**config.mk**
```make
export PLATFORM = sky130hd
export DESIGN_NAME = arb_mux_n
export DESIGN_NICKNAME = d
export VERILOG_FILES = /design/src/rtl/arb_mux_n.sv
export SDC_FILE = /design/constraint.sdc
export NUM_CORES = 1
export LEC_CHECK = 0
export CORE_MARGIN = 10
export CORE_UTILIZATION = 39
export CTS_BUF_LIST = sky130_fd_sc_hd__clkbuf_8
export DETAILED_ROUTE_END_ITERATION = 12
export PLACE_DENSITY_LB_ADDON = 0.05
export SYNTH_ARGS = -nofsm -noshare
export SYNTH_HDL_FRONTEND = slang
export SYNTH_SLANG_ARGS = --single-unit
```
**constraint.sdc**
```tcl
create_clock -name clk -period 4 [get_ports clk]
set_input_delay 0.4 -clock clk [delete_from_list [all_inputs] [get_ports clk]]
set_output_delay 0.4 -clock clk [all_outputs]
set_load 0.05 [all_outputs]
```
**src/rtl/arb_mux_n.sv**
```systemverilog
// N-channel registered selector with valid/ready handshake, fixed or round-robin arbitration.
// Optional `ARB_MUX_LOCK_EN adds in_lock to pin round-robin grant to the last granted channel.
module arb_mux_n #(
  parameter int WIDTH = 16,
  parameter int NCH   = 4,
  parameter int SELW  = 2
) (
  input  logic                 clk,
  input  logic                 rst_n,
  input  logic                 mode,
  input  logic [SELW-1:0]      sel,
  input  logic [NCH-1:0]       in_valid,
  input  logic [NCH*WIDTH-1:0] in_data,
`ifdef ARB_MUX_LOCK_EN
  input  logic                 in_lock,
`endif
  output logic [NCH-1:0]       in_ready,
  output logic                 out_valid,
  output logic [WIDTH-1:0]     out_data,
  output logic [SELW-1:0]      out_ch,
  input  logic                 out_ready
);

  localparam int          PW   = (NCH > 1) ? $clog2(NCH) : 1;
  localparam int unsigned NCHU = NCH;

  typedef enum logic {
    ARB_FIXED = 1'b0,
    ARB_RR    = 1'b1
  } arb_mode_e;

  arb_mode_e      mode_e;
  logic [PW-1:0]  rr_ptr;
  logic [PW-1:0]  gidx;
  logic [PW-1:0]  scan_idx;
  logic [NCH-1:0] grant;
  logic [WIDTH-1:0] gdata;
  logic           found;
  logic           ld;
  logic           xfer;

`ifdef ARB_MUX_LOCK_EN
  logic           lock_q;
`endif

  assign mode_e = arb_mode_e'(mode);

  always_comb begin
    grant    = '0;
    gidx     = '0;
    found    = 1'b0;
    scan_idx = '0;
    if (mode_e == ARB_FIXED) begin
      // Out-of-range sel matches no channel, so it simply yields no grant.
      for (int unsigned i = 0; i < NCHU; i++) begin
        if (32'(sel) == i) begin
          grant[PW'(i)] = in_valid[PW'(i)];
          gidx          = PW'(i);
        end
      end
    end
`ifdef ARB_MUX_LOCK_EN
    else if (lock_q) begin
      grant[rr_ptr] = in_valid[rr_ptr];
      gidx          = rr_ptr;
    end
`endif
    else begin
      for (int unsigned k = 1; k <= NCHU; k++) begin
        scan_idx = PW'((32'(rr_ptr) + k) % NCHU);
        if (!found && in_valid[scan_idx]) begin
          found           = 1'b1;
          grant[scan_idx] = 1'b1;
          gidx            = scan_idx;
        end
      end
    end
  end

  always_comb begin
    gdata = '0;
    for (int unsigned i = 0; i < NCHU; i++) begin
      if (grant[PW'(i)]) gdata = in_data[i*WIDTH +: WIDTH];
    end
  end

  assign ld       = ~out_valid | out_ready;
  // Reset level gates acceptance so no source sees a handshake while the register is held clear.
  assign in_ready = grant & {NCH{ld & rst_n}};
  assign xfer     = |in_ready;

  always_ff @(posedge clk or negedge rst_n) begin
    if (!rst_n) begin
      out_valid <= 1'b0;
      out_data  <= '0;
      out_ch    <= '0;
      rr_ptr    <= PW'(NCH - 1);
    end else begin
      if (ld) begin
        out_valid <= xfer;
        if (xfer) begin
          out_data <= gdata;
          out_ch   <= SELW'(gidx);
        end
      end
      if (xfer) rr_ptr <= gidx;
    end
  end

`ifdef ARB_MUX_LOCK_EN
  always_ff @(posedge clk or negedge rst_n) begin
    if (!rst_n)                   lock_q <= 1'b0;
    else if (mode_e == ARB_FIXED) lock_q <= 1'b0;
    else if (xfer)                lock_q <= in_lock;
  end
`endif

endmodule

```
==> reports/metrics.cfg, run 1 <==
[floorplan]
dieArea_um2 = 8840
coreArea_um2 = 5200
dieWidth_um = 94.0
fp.dieH_um = 94.0
io_pins = 97
num_rows = 26
start_util = 0.411

[finish]
diodes = 0
syn_to_final_growth_pct = 49.1
seq_area_um2 = 528
multi_input_area_um2 = 1390
nFillCells = 468
drive_gt1_frac = 0.108
fin_nets = 408

[timing]
setup_violations = 0
max_freq_ghz = 0.266
worstMarginPinSlew_ns = 1.12
rsz0062_at_grt = no
tns_ns = 0
hold_viol = 0
drv_slew = 0
skew_ns = 0.00495
period_minus_slack_ns = 3.75
setup_ws_ns = 0.246
relSlewSlack = 0.249
period_share = 0.939

[pwr]
p_per_area_nw_per_um2 = 813
p_leak_nw = 1.22
finalPower_mw = 2.59
peakVddDrop_uv = 599

[global_routing]
grt_max_degree = 33
grt_usage = 0.179
grt_pass1_vias = 2361
overflow = 0
grt_pass1_wl_um = 12900
grt_antenna_before_repair = 0

[synthesis]
ys_async_sr_fraction = 1.00
yosys-top-cells-area = dfrtp_1 (22%), a311oi_1 (7.0%), o32ai_1 (6.6%)
synth_edf_count = 0
synth_warnings = 0
ys_types = 46
synthesis.area_um2 = 2140
synth_top_area_share = 0.222
syn_avg_cell_area_um2 = 8.98
yosysSeqAreaShare = 0.247
ys_ff_latch = 21
yosysTopAreaCell = dfrtp_1
syn-num-nets = 320
synthCells = 238
ys.flop_type = dfrtp_1

[clocking]
cts_resized = 0
clock_latency_ns = 0.26
cts_hold_buffers = 0
cts_tree = yes
path_clk_slew_ns = 0.09
htreeDepth = 1
cts_root_buf = clkbuf_8
cts_buffer_depth = 2
cts_buffers = 3
cts.sinks = 21
postCtsSetupBuffers = 0

[setup_path]
critPathKind = reg2out
end_kind = output port
crit_arrival_ns = 3.35
r2r_cells = 8
start_kind = register
crit_required_ns = 3.60
path_max_fanout = 17

[hold_path]
hold_class = in2async

[place]
pre_cts_slack_ns = 0.329
dpl.hpwl_um = 6000
io_buffers = 96
place_congestion = 0.898

[drt]
antenna_left = 0
dr_total_vias = 2263
wl_per_cell_um = 19.7
viasPerCell = 5.73
totalWireLength_um = 7800
drt_iter0_markers = 131
dr.pass1.iters = 4
drcViolationCount = 0

[outcome]
status = finished clean

[flow_run]
drv_cap = 0

[layout by cell type, fill, tap and decap left out, types with 6 or more instances in the layout]
master	netlist	layout
mux2i_1	6	6
nand2_1	8	8
o311ai_1	6	6
inv_1	25	25
dfrtp_1	19	19
a21boi_0	16	16
nand2b_1	19	19
a311oi_1	17	17
buf_4	1	11
ha_1	8	7
o32ai_1	16	16
o311ai_0	11	11
clkdlybuf4s50_1	0	92
nor2_1	11	9
[synth_stat cells, types with 6 or more instances]
| master | count |
|---|---|
| dfrtp_1 | 19 |
| o311ai_0 | 11 |
| nor2_1 | 11 |
| a21boi_0 | 16 |
| inv_1 | 25 |
| nand2b_1 | 19 |
| mux2i_1 | 6 |
| clkbuf_1 | 11 |
| a311oi_1 | 17 |
| ha_1 | 8 |
| o32ai_1 | 16 |
| o311ai_1 | 6 |
| buf_6 | 6 |
| nand2_1 | 8 |
[registers in the layout, indices dropped and copies added, names as in the netlist]
register and count:
out_data 16, out_ch 2, rr_ptr 2, out_valid 1
[critical path: stages (launching register included)]
cell and delay, ns:
dfstp_2 0.65, inv_1 0.18, ha_2 0.45, mux4_2 0.45, nor4b_4 0.43, a31o_1 0.21, inv_2 0.05, and2_2 0.31
nor2_2 0.19, buf_12 0.16
[worst paths after layout]
path / startpoint / endpoint / slack, ns
max: rr_ptr[1] / in_ready[2] / 0.25
min: rst_n / out_data[2] / 0.39
max reg2reg: rr_ptr[1] / out_data[6] / 0.34
min reg2reg: out_data[15] / out_data[15] / 0.52
max in group asynchronous: rst_n / rr_ptr[0] / 2.98
min in group clk: out_data[15] / out_data[15] / 0.52
[cell type report]
class,count,area share
timing repair buffer,105,0.327
clock inverter,1,0.00157
multi-input combinational,169,0.434
sequential,21,0.166
inverter,26,0.0306
tap,70,0.0275
clock buffer,3,0.0130
[stage by stage]
step | hold WS [ns] | std cells | utilization | cell area (um2)
after floorplan | 0.104 | 238 | - | 2140
after global placement | 0.497 | 391 | 0.603 | 3140
after detailed placement | 0.509 | 391 | 0.603 | 3140
after CTS | 0.397 | 395 | 0.612 | 3180
after global routing | 0.428 | 395 | 0.613 | 3190
final | 0.393 | 395 | 0.613 | 3190
[logic make-up after synthesis]
family | share of synthesized area
compound gates | 0.371
fa+ha+maj | 0.0468
buf+inv | 0.109
flops | 0.247
mux | 0.0755
simple gates | 0.150
[report_power, final]
part / switching, mW / leakage (nW) / internal, mW
clock network: 0.0751 / 0.0255 / 0.0694
registers: 0.0672 / 0.256 / 0.329
logic: 1.28 / 0.941 / 0.770
total: 1.42 / 1.22 / 1.17
[routing by layer]
| metal | global-route usage | wire, um | vias to the layer above |
|---|---|---|---|
| li1 | - | - | 1101 |
| met1 | 0.240 | 3430 | 1090 |
| met2 | 0.293 | 3820 | 66 |
| met3 | 0.0312 | 480 | 6 |
| met4 | 0.0367 | 65 | 0 |
| met5 | 0 | 0 | - |
Note: power is estimated with default switching activity, not from simulation.
==> run 2: changes to the inputs <==
Settings changed: ABC_CLOCK_PERIOD_IN_PS from default to 4000, SETUP_SLACK_MARGIN from default to 0.3.
==> run 2 against run 1 <==
Compared with the run above: non-clock buffer count is 7 higher; sequential cell count did not move; clock power increased by 5%; cell area up 2.4%; power rose by 4.3%; final cell count grew 1.8%; die area did not move; fmax increased by 6.1%; count of clock-buffer cells in the layout unchanged; via count rose by 2.9%; register-to-register slack gained 0.14 ns; critical path type unchanged; largest cell class unchanged.
==> reports/metrics.cfg, run 2 (synthesis gave the netlist of run 1 again) <==
[timing]
period_share = 0.885
setup_violations = 0
rsz0062_at_grt = no
drv_slew = 0
tns_ns = 0
period_minus_slack_ns = 3.54
hold_viol = 0
setup_ws_ns = 0.460
worstMarginPinSlew_ns = 0.724
relSlewSlack = 0.516
max_freq_ghz = 0.282
holdWs_ns = 0.523
skew_ns = 0.00265

[global_routing]
grt_pass1_vias = 2403
grt_pass1_wl_um = 12600
grt_max_degree = 33
grt_usage = 0.176
grt_antenna_before_repair = 0
overflow = 0

[drt]
dr.pass1.iters = 4
drt_iter0_markers = 114
viasPerCell = 5.79
dr_total_vias = 2329
antenna_left = 0
totalWireLength_um = 8020
drcViolationCount = 0
wl_per_cell_um = 19.9

[pwr]
finalPower_mw = 2.70
p_per_area_nw_per_um2 = 828
p_leak_nw = 1.26
peakVddDrop_uv = 501

[hold_path]
hold_class = reg2reg

[setup_path]
end_kind = output port
crit_required_ns = 3.60
critPathKind = reg2out
start_kind = register
crit_arrival_ns = 3.14
path_max_fanout = 8

[place]
place_inst = 393
pre_cts_slack_ns = 0.211
dpl-instance-area_um2 = 3170
io_buffers = 96
dpl.hpwl_um = 6110
place_congestion = 0.939

[clocking]
cts_buffer_depth = 2
htreeDepth = 1
path_clk_slew_ns = 0.09
cts_root_buf = clkbuf_8
cts_hold_buffers = 0
clock_latency_ns = 0.27
cts_tree = yes
cts_buffers = 3
cts.sinks = 21

[finish]
layoutNonFillerInstCount = 402
largest_reg_flops = 16
final_common_cell = clkdlybuf4s50_1
final_cell_mix = clkdlybuf4s50_1 (92), inv_1 (25), nand2b_1 (19), dfrtp_1 (19), buf_4 (18)
top_regs = out_data: 16 flops, out_ch: 2 flops, rr_ptr: 2 flops
drive_gt1_frac = 0.139
finalInstanceArea_um2 = 3260
fin_nets = 415
top_register = out_data
diodes = 0
final_core_util = 0.627
syn_to_final_growth_pct = 52.7

[flow_run]
drv_cap = 0

[floorplan]
fp.dieH_um = 94.0
dieWidth_um = 94.0
num_rows = 26
dieArea_um2 = 8840
coreArea_um2 = 5200
io_pins = 97
start_util = 0.411

[outcome]
status = finished clean

-- run 2: cell types whose count changed in the layout (fill, tap and decap cells not counted) --
cell     delta
buf_4       +7
nor2_1      -2
nor2_4      +2
a221o_1     -1
a221o_2     +1
and2_1      -1
and2_2      +1
nor3_2      -1
nor3_4      +1
-- run 2: final cells by class --
class	count	area, um2
Inverter	26	97.6
Sequential cell	21	528
Timing Repair Buffer	112	1100
Fill cell	474	1940
Tap cell	70	87.6
Clock buffer	3	41.3
Multi-Input combinational cell	169	1410
Clock inverter	1	5.00
-- run 2: final timing paths --
path / startpoint / end / slack [ns] / depth (start not counted)
worst min register to register: out_ch[1] / out_ch[1] / 0.52 / 2
max in group asynchronous: rst_n / rr_ptr[0] / 3.19 / 2
min in group asynchronous: rst_n / out_data[12] / 0.54 / 2
worst min-delay path: out_ch[1] / out_ch[1] / 0.52 / 2
worst max-delay path: rr_ptr[1] / in_ready[0] / 0.46 / 10
worst max register to register: rr_ptr[1] / out_data[5] / 0.48 / 11
-- run 2: repair_timing --
item / 4_1_cts / 5_1_grt
setup endpoints to repair: 19 / 22
buffers inserted: 0 / 5
resized for setup: 2 / 3
gates cloned: 0 / 0
pin swaps: 1 / 1
-- run 2: per-layer routing --
layer	global-route usage	up-vias	part of all wire
met4	0.0418	0	0.0097
li1	-	1120	-
met2	0.280	106	0.47
met1	0.234	1097	0.44
met5	0	-	0
met3	0.0400	6	0.082
-- run 2: power by group --
part           switching, mW  total [mW]  internal, mW
Clock                 0.0818       0.152        0.0697
Combinational           1.34        2.16         0.826
Sequential            0.0587       0.387         0.329
Total                   1.48        2.70          1.22
-- run 2: critical path, cell delays in order, from the launching register on --
cell,delay (ns)
dfstp_2,0.60
inv_1,0.16
ha_2,0.44
mux4_2,0.43
nor4b_4,0.34
buf_4,0.18
and3_1,0.17
a211oi_1,0.05
buf_4,0.18
nor2_2,0.10
buf_4,0.21
==> run 3: changes to the inputs <==
Settings changed: MAX_ROUTING_LAYER from default to met4, SKIP_LAST_GASP from default to 1.
==> run 3 against run 2 <==
Compared with the run above: power up 2.6%; via count up 1.8%; final cell count unchanged; critical path depth down 2; cell area up 1.1%; sequential cell count unchanged; combinational power up 3%; first-iteration DRC count up 2.6%; count of clock-buffer cells in the layout unchanged; die area unchanged; utilization up 0.67 points; wire length up 2.0%; critical endpoint is now in_ready[1]; highest routed layer unchanged.
==> reports/metrics.cfg, run 3 (synthesis gave the netlist of run 1 again) <==
[global_routing]
grt_max_degree = 23
grt_antenna_before_repair = 0
grt_usage = 0.180
grt_pass1_vias = 2342
overflow = 0
grt_pass1_wl_um = 12400

[timing]
max_freq_ghz = 0.284
rsz0062_at_grt = no
tns_ns = 0
setup_violations = 0
skew_ns = 0.00103
hold_viol = 0
drv_slew = 0
period_share = 0.882
relSlewSlack = 0.549
period_minus_slack_ns = 3.53
worstMarginPinSlew_ns = 0.674

[place]
dpl.hpwl_um = 6210
place_congestion = 0.950
io_buffers = 96

[floorplan]
dieWidth_um = 94.0
io_pins = 97
coreArea_um2 = 5200
dieArea_um2 = 8840
fp.dieH_um = 94.0
start_util = 0.411
num_rows = 26

[finish]
final_common_cell = clkdlybuf4s50_1
top_regs = out_data: 16 flops, out_ch: 2 flops, rr_ptr: 2 flops
top_register = out_data
final_cell_mix = clkdlybuf4s50_1 (92), inv_1 (25), nand2b_1 (19), dfrtp_1 (19), a311oi_1 (17)
fin_nets = 415
diodes = 0
largest_reg_flops = 16
drive_gt1_frac = 0.136
final_core_util = 0.634
syn_to_final_growth_pct = 54.3

[clocking]
clock_latency_ns = 0.27
cts.sinks = 21
cts_buffer_depth = 2
cts_tree = yes
path_clk_slew_ns = 0.09
htreeDepth = 1
cts_root_buf = clkbuf_8
cts_buffers = 3

[setup_path]
rr_endpoint = out_data[0]
r2r_slack_ns = 0.62
rr_startpoint = rr_ptr[1]
crit_arrival_ns = 3.13
r2r_cells = 9
start_kind = register
crit_required_ns = 3.60
critPathKind = reg2out
path_max_fanout = 10
end_kind = output port

[hold_path]
hold_end = out_data[11]
hold_class = reg2reg
min_from = out_data[11]
holdPathStages = 2

[drt]
totalWireLength_um = 8180
antenna_left = 0
drt_iter0_markers = 117
dr_total_vias = 2370
dr.pass1.iters = 5
viasPerCell = 5.90
drcViolationCount = 0
wl_per_cell_um = 20.3

[pwr]
p_leak_nw = 1.27
peakVddDrop_uv = 476
combPwrFrac = 0.803
switchingPower_mw = 1.50
p_int_mw = 1.27
swShare = 0.541
p_clk_frac = 0.054
p_per_area_nw_per_um2 = 840
seqPwrFrac = 0.142

[outcome]
status = finished clean

[flow_run]
drv_cap = 0

-- run 3: cell counts in the layout (fill, tap and decap cells not counted) --
No cell type changed its count.
-- run 3: cell type report --
class | instances | area [um2]
timing repair buffer | 112 | 1120
clock buffer | 3 | 41.3
tap | 70 | 87.6
clock inverter | 1 | 5.00
multi-input combinational | 169 | 1420
sequential | 21 | 528
fill | 450 | 1910
inverter | 26 | 97.6
-- run 3: worst max path at each step --
stage / from / endpoint / depth (start not counted)
after floorplan: rr_ptr[0] / in_ready[2] / 14
after global placement: rr_ptr[1] / out_data[11] / 9
after detailed placement: rr_ptr[1] / out_data[1] / 9
after CTS: rr_ptr[1] / in_ready[2] / 9
after global routing: rr_ptr[1] / in_ready[0] / 10
final: rr_ptr[1] / in_ready[1] / 8
-- run 3: worst max-delay path, cell delays in order (launching register included) --
cell and delay (ns):
dfstp_2 0.65, inv_1 0.21, ha_4 0.37, mux4_2 0.37
buf_4 0.19, a221o_1 0.48, and2_2 0.31, nor2_4 0.12
buf_12 0.15
-- run 3: timing repair --
action,in CTS,in global routing
hold buffers,0,0
pin swaps,1,1
gates resized for setup,3,3
setup buffers,4,1
endpoints found under the setup margin,21,21
-- run 3: power by group through the flow --
stage                     Clock, mW  Combinational (mW)  Sequential (mW)
after detailed placement          0                2.11            0.398
after CTS                     0.153                2.17            0.395
after global placement            0                2.10            0.394
after global routing          0.159                2.39            0.408
after floorplan                   0                1.21            0.707
final                         0.151                2.23            0.395
-- run 3: through the flow --
| step | hold WS, ns | std cells | cell area (um2) | total power [mW] | worst slack, ns |
|---|---|---|---|---|---|
| 6_report | 0.523 | 402 | 3300 | 2.77 | 0.474 |
| 5_1_grt | 0.547 | 402 | 3300 | 2.96 | 0.310 |
| 4_1_cts | 0.531 | 401 | 3270 | 2.72 | 0.326 |
| 3_5_place_dp | 0.508 | 393 | 3180 | 2.51 | 0.247 |
| 3_3_place_gp | 0.496 | 393 | 3180 | 2.50 | 0.285 |
| 2_1_floorplan | 0.104 | 238 | 2160 | 1.92 | 0.307 |
-- run 3: metal layers --
| metal | global-route usage | wire, um | vias to the layer above |
|---|---|---|---|
| li1 | - | - | 1119 |
| met1 | 0.224 | 3510 | 1133 |
| met2 | 0.296 | 3940 | 110 |
| met3 | 0.0312 | 631 | 8 |
| met4 | 0.0405 | 91 | 0 |
| met5 | - | 0 | - |
